$ cat src/rtl/led_pattern_gen.sv
// Multi-channel LED pattern generator.
// A shared prescaler produces a one-cycle step tick. A mode-selected pattern
// state (count, scan, breathe or static) drives the LEDs through a global PWM
// gate that sets brightness.
// Build option: define LED_GAMMA_EN to give breathe mode a square-law duty
// curve. When it is undefined, breathe duty follows level linearly.
module led_pattern_gen #(
  parameter int CHANNELS      = 8,
  parameter int PRESCALE_BITS = 23,
  parameter int PWM_BITS      = 4
) (
  input  logic                clk,
  input  logic                rst_n,
  input  logic [1:0]          mode,
  input  logic [CHANNELS-1:0] pattern_in,
  input  logic [PWM_BITS-1:0] brightness,
  output logic                tick,
  output logic [CHANNELS-1:0] led
);

  localparam int POS_W = (CHANNELS > 2) ? $clog2(CHANNELS) : 1;

  typedef enum logic [1:0] {
    M_COUNT   = 2'b00,
    M_SCAN    = 2'b01,
    M_BREATHE = 2'b10,
    M_STATIC  = 2'b11
  } mode_e;

  logic [PRESCALE_BITS-1:0] prescaler;
  logic [CHANNELS-1:0]      cnt;
  logic [POS_W-1:0]         pos;
  logic [POS_W-1:0]         pos_nxt;
  logic                     pos_up;
  logic [PWM_BITS-1:0]      level;
  logic [PWM_BITS-1:0]      level_nxt;
  logic                     level_up;
  logic [PWM_BITS-1:0]      pwm_cnt;
  mode_e                    mode_q;

  logic [CHANNELS-1:0]      raw;
  logic [PWM_BITS-1:0]      duty;
  logic [PWM_BITS-1:0]      breathe_duty;
  logic                     on;

  // Free-running prescaler. Tick is registered, so it goes high for the one
  // cycle that follows prescaler reaching all-ones.
  always_ff @(posedge clk) begin
    if (!rst_n) begin
      prescaler <= '0;
      tick      <= 1'b0;
    end else begin
      prescaler <= prescaler + PRESCALE_BITS'(1);
      tick      <= &prescaler;
    end
  end

  // Bouncing sequences. The direction flips on the step that lands on an end
  // point, so neither end is held for more than one tick.
  assign pos_nxt   = pos_up   ? pos + POS_W'(1)      : pos - POS_W'(1);
  assign level_nxt = level_up ? level + PWM_BITS'(1) : level - PWM_BITS'(1);

  // Pattern state. A mode change restarts the pattern and takes priority over
  // a tick on the same edge. The prescaler is not affected.
  always_ff @(posedge clk) begin
    if (!rst_n) begin
      cnt      <= '0;
      pos      <= '0;
      pos_up   <= 1'b1;
      level    <= '0;
      level_up <= 1'b1;
      mode_q   <= mode_e'(mode);
    end else begin
      mode_q <= mode_e'(mode);
      if (mode_e'(mode) != mode_q) begin
        cnt      <= '0;
        pos      <= '0;
        pos_up   <= 1'b1;
        level    <= '0;
        level_up <= 1'b1;
      end else if (tick) begin
        case (mode_q)
          M_COUNT: cnt <= cnt + CHANNELS'(1);
          M_SCAN: begin
            pos <= pos_nxt;
            if (pos_nxt == POS_W'(CHANNELS - 1)) pos_up <= 1'b0;
            else if (pos_nxt == '0)              pos_up <= 1'b1;
          end
          M_BREATHE: begin
            level <= level_nxt;
            if (&level_nxt)              level_up <= 1'b0;
            else if (level_nxt == '0)    level_up <= 1'b1;
          end
          default: ;
        endcase
      end
    end
  end

`ifdef LED_GAMMA_EN
  logic [2*PWM_BITS-1:0] level_sq;
  assign level_sq     = {{PWM_BITS{1'b0}}, level} * {{PWM_BITS{1'b0}}, level};
  // The square law alone cannot reach all-ones, so the peak is forced fully on.
  assign breathe_duty = (&level) ? '1 : PWM_BITS'(level_sq >> PWM_BITS);
`else
  assign breathe_duty = level;
`endif

  // Raw pattern and duty select. Breathe mode ignores the brightness input.
  always_comb begin
    raw  = '0;
    duty = brightness;
    case (mode_q)
      M_COUNT:   raw = cnt;
      M_SCAN:    raw = CHANNELS'(1) << pos;
      M_BREATHE: begin
        raw  = '1;
        duty = breathe_duty;
      end
      M_STATIC:  raw = pattern_in;
      default:   raw = '0;
    endcase
  end

  // All-ones duty is treated as always on. A compare alone would leave one
  // off cycle per PWM period.
  assign on = (&duty) | (pwm_cnt < duty);

  // PWM phase counter and the registered, gated LED drive.
  always_ff @(posedge clk) begin
    if (!rst_n) begin
      pwm_cnt <= '0;
      led     <= '0;
    end else begin
      pwm_cnt <= pwm_cnt + PWM_BITS'(1);
      led     <= raw & {CHANNELS{on}};
    end
  end

endmodule

$ cat config.mk
export PLATFORM = sky130hd
export DESIGN_NAME = led_pattern_gen
export DESIGN_NICKNAME = d
export VERILOG_FILES = /design/src/rtl/led_pattern_gen.sv
export SDC_FILE = /design/constraint.sdc
export NUM_CORES = 1
export LEC_CHECK = 0
export ABC_AREA = 1
export CORE_MARGIN = 3
export CORE_UTILIZATION = 40
export DETAILED_ROUTE_END_ITERATION = 8
export GPL_ROUTABILITY_DRIVEN = 1
export PLACE_DENSITY = 0.57
export SLEW_MARGIN = 20
export SYNTH_ARGS = -nofsm -noshare
export SYNTH_HDL_FRONTEND = slang
export SYNTH_SLANG_ARGS = --single-unit
$ cat constraint.sdc
create_clock -name clk -period 1.8 [get_ports clk]
set_input_delay 0.18 -clock clk [delete_from_list [all_inputs] [get_ports clk]]
set_output_delay 0.18 -clock clk [all_outputs]
set_load 0.02 [all_outputs]
==> results of run 1 <==
-- cell usage in the layout (no fill, tap or decap), types with 2 or more instances in the layout --
master            n
nor3_1            7
o21ai_0          14
nand2_4           2
a31oi_1           3
clkdlybuf4s50_1  24
dfxtp_1          55
inv_1            49
inv_2             8
nand2_1          94
buf_4             5
nand4_1           8
ha_1             13
nor2_2            4
fa_1              2
o21bai_1          2
xnor2_1           3
nand2_2           7
nor3_2            4
nor3b_2           2
nand3_1          20
nand3_4           2
nand3b_1          2
a21oi_1          29
xor2_1            6
nor2_4            7
nor2_1           36
clkbuf_8          5
bufinv_16         2
o21ai_1           8
a21oi_2           6
o211ai_1          2
-- area by class of cell --
type | count | area (µm²)
multi-input combinational | 292 | 1700
inverter | 59 | 224
timing repair buffer | 29 | 278
clock buffer | 6 | 72.6
clock inverter | 2 | 60.1
fill | 738 | 3770
sequential | 55 | 1100
tap | 99 | 124
-- report_power, final --
| group | switching (W) | internal [W] | total (W) |
|---|---|---|---|
| combinational | 0.000132 | 0.000106 | 0.000238 |
| sequential | 0.0000186 | 0.00124 | 0.00126 |
| clock | 0.000387 | 0.000556 | 0.000943 |
-- registers in the layout, summed over array words and instances (netlist names) --
name          flops
pos_up            1
pwm_cnt           4
led               8
level_up          1
tick              1
breathe_duty      4
pos               3
cnt               8
mode_q            2
prescaler        23
-- critical path: stages (launching register included) --
cell and delay, ns:
dfxtp_1 0.39, inv_1 0.11, fa_1 0.47, xor2_2 0.20, nand3_1 0.09, o21ai_1 0.16, nand3_1 0.08
-- logic make-up after synthesis --
group | Yosys count
buffers and inverters | 66
xor gates and xnor gates | 10
and+or+nand+nor | 199
AOI/OAI and AO/OA | 68
adders and majority gates | 15
DFF | 55
-- worst paths after layout --
check	start	slack (ns)	depth (start not counted)	endpoint
setup / recovery	level_up	0.20	6	level_up
hold reg to reg	pwm_cnt[0]	0.47	1	pwm_cnt[0]
setup reg to reg	level_up	0.20	6	level_up
hold / removal	mode[1]	0.37	1	mode_q[1]
-- stage by stage --
| stage | util (%) | cells |
|---|---|---|
| final | 48.6 | 542 |
| after global routing | 48.6 | 542 |
| after global placement | 46.3 | 533 |
| after CTS | 48.1 | 541 |
| after detailed placement | 46.3 | 533 |
| after floorplan | - | 413 |
-- metal layers --
layer	wire (µm)	GRT usage (%)	share of wire, %
met2	2960	26.3	46
met1	3170	21.1	49
met5	0	0	0
met3	195	3.06	3.0
met4	83	4.15	1.3
-- timing repair --
| item | in CTS | in global routing |
|---|---|---|
| buffers inserted | 0 | 1 |
| endpoints found under the setup margin | 0 | 7 |
| resized for setup | 0 | 7 |
| endpoints found under the hold margin | 0 | 0 |
==> summary.md, run 1 <==
| Metric | Value |
|---|---|
| Status | complete, no violations |
| Total power | between 0.002 and 0.0025 W |
| Fin. Hold Viols | 0 |
| Nature of the critical path endpoint | flop |
| Die height | 93.3 µm |
| Fin. max-slew vios | 0 |
| Htree depth | 2 |
| RSZ-0062 raised after global routing | false |
| Drt wl/cell | 11.8 µm |
| Power per standard cell area | between 600 and 700 nW/µm² |
| Design Area, Final | 3560 µm² |
| Nets | between 400 and 500 |
| WP data arrival | about 1.8 ns |
| Core Region | 7330 µm² |
| Leak | 1.42 nW |
| Insertion delay to the later sink of the worst-skew pair | 0.31 ns |
| First DRT Iteration DRCs | 75 |
| Synth Flop Type | dfxtp_1 |
| Req. time, crit path | just under 2 ns |
| Die ar. | 8710 µm² |
| EDFF count, synth | 0 |
| Syn Nets | roughly 440 |
| Deepest clock path buffer count | 2 |
| Simple-gate share of the synthesized area | between 30 and 40% |
| Clock tree sinks | 55 |
| DRT Pass-1 Iters | 4 |
| Hold Path Class | input port to flop |
| Clock-pin transition on the worst setup and hold timing paths | about 0.090 ns |
| Most frequent cell after synthesis | nand2_1 |
| Seq/Total Area, Yosys | ~36% |
| Async set-reset flop share out of synthesis | 0% |
| Synth area leaders | dfxtp_1 (36%), nand2_1 (12%), inv_1 (6.0%), a21oi_1 (5.4%), ha_1 (5.3%) |
| Largest family of logic cells by synthesized area | simple AND/OR/NAND/NOR gates |
| Adder-cell share of the synthesized area | 6.65% |
| Complex-gate fraction of the synthesized area | ~12% |
| Share of cells above drive strength 1 | 13.3% |
| Post-Route WL | 6410 µm |
| CTS tree | built |
| IO Pins | 25 |
| Synth Cell Area | 3050 µm² |
| ANT nets after route | 0 |
| DR DRC count | 0 |
| Crit-path max FO | 3 |
| VDD IR max | 0.360 mV |
| Crit path time final | between 1.5 and 2 ns |
| Clk_skew | around 0.010 ns |
| Post-cts hold buffer count | 0 |
| Largest net degree at the start of global routing | 19 |
| Worst slew pin tran | 0.371 ns |
| Post-synthesis mux area share | 0% |
| First-pass GRT wire length | roughly 11000 µm |
| Avg Cell Area, Syn | 7.38 µm² |
| Final setup margin | 0.199 ns |
| Initial antenna violation count | 0 |
| Post-Synth XOR/XNOR Area | between 2 and 3% |
| Total negative slack | 0 ns |
| Die Span X | 93.3 µm |
| RePlAce Congestion | 0.797 |
| Vias | 2583 |
| Vias/cell | 4.77 |
| Max Fclk | 0.625 GHz |
| Clock Tree Root | clkbuf_8 |
| Most frequent cells after synthesis | nand2_1 (94), dfxtp_1 (55), inv_1 (49) |
| Critical path class | flop to flop |
| Post-synth top area share | 36.1% |
| Hold Slack | between 0.3 and 0.4 ns |
| Tot GR Track Use | 15.9% |
| Flops & latches, synth | 55 |
| Yosys cell types | 41 |
| Post-synth top area cell | dfxtp_1 |
| CTS Buf Count | 5 |
| Final period utilization | 88.9% |
| HPWL after DPL | 4890 µm |
| Slew HR | between 70% and 80% |
| Startpoint Class | flop |
| Initial Util | 41.6% |
| Post-Place Setup Slack | 0.108 ns |
| Port buffer count | 24 |
| Post-DP Area | 3390 µm² |
| ANT cells | 0 |
| Max-cap violations | 0 |
| Row count | 31 |
| Grt ovf | 0 |
| Synth-to-layout area growth | 16.7% |
| Mapped Cells | between 400 and 500 |
| Number of global-route vias before repair | 2424 |
| Setup-failing EPs final | 0 |
| Warnings, synthesis | 0 |
(Power assumes the default switching activity.)
==> run 2: changes to the inputs <==
CAP_MARGIN = 5   (was unset)
==> results of run 2 <==
Same layout as run 1: the final DEF is identical, and so are final timing and power.
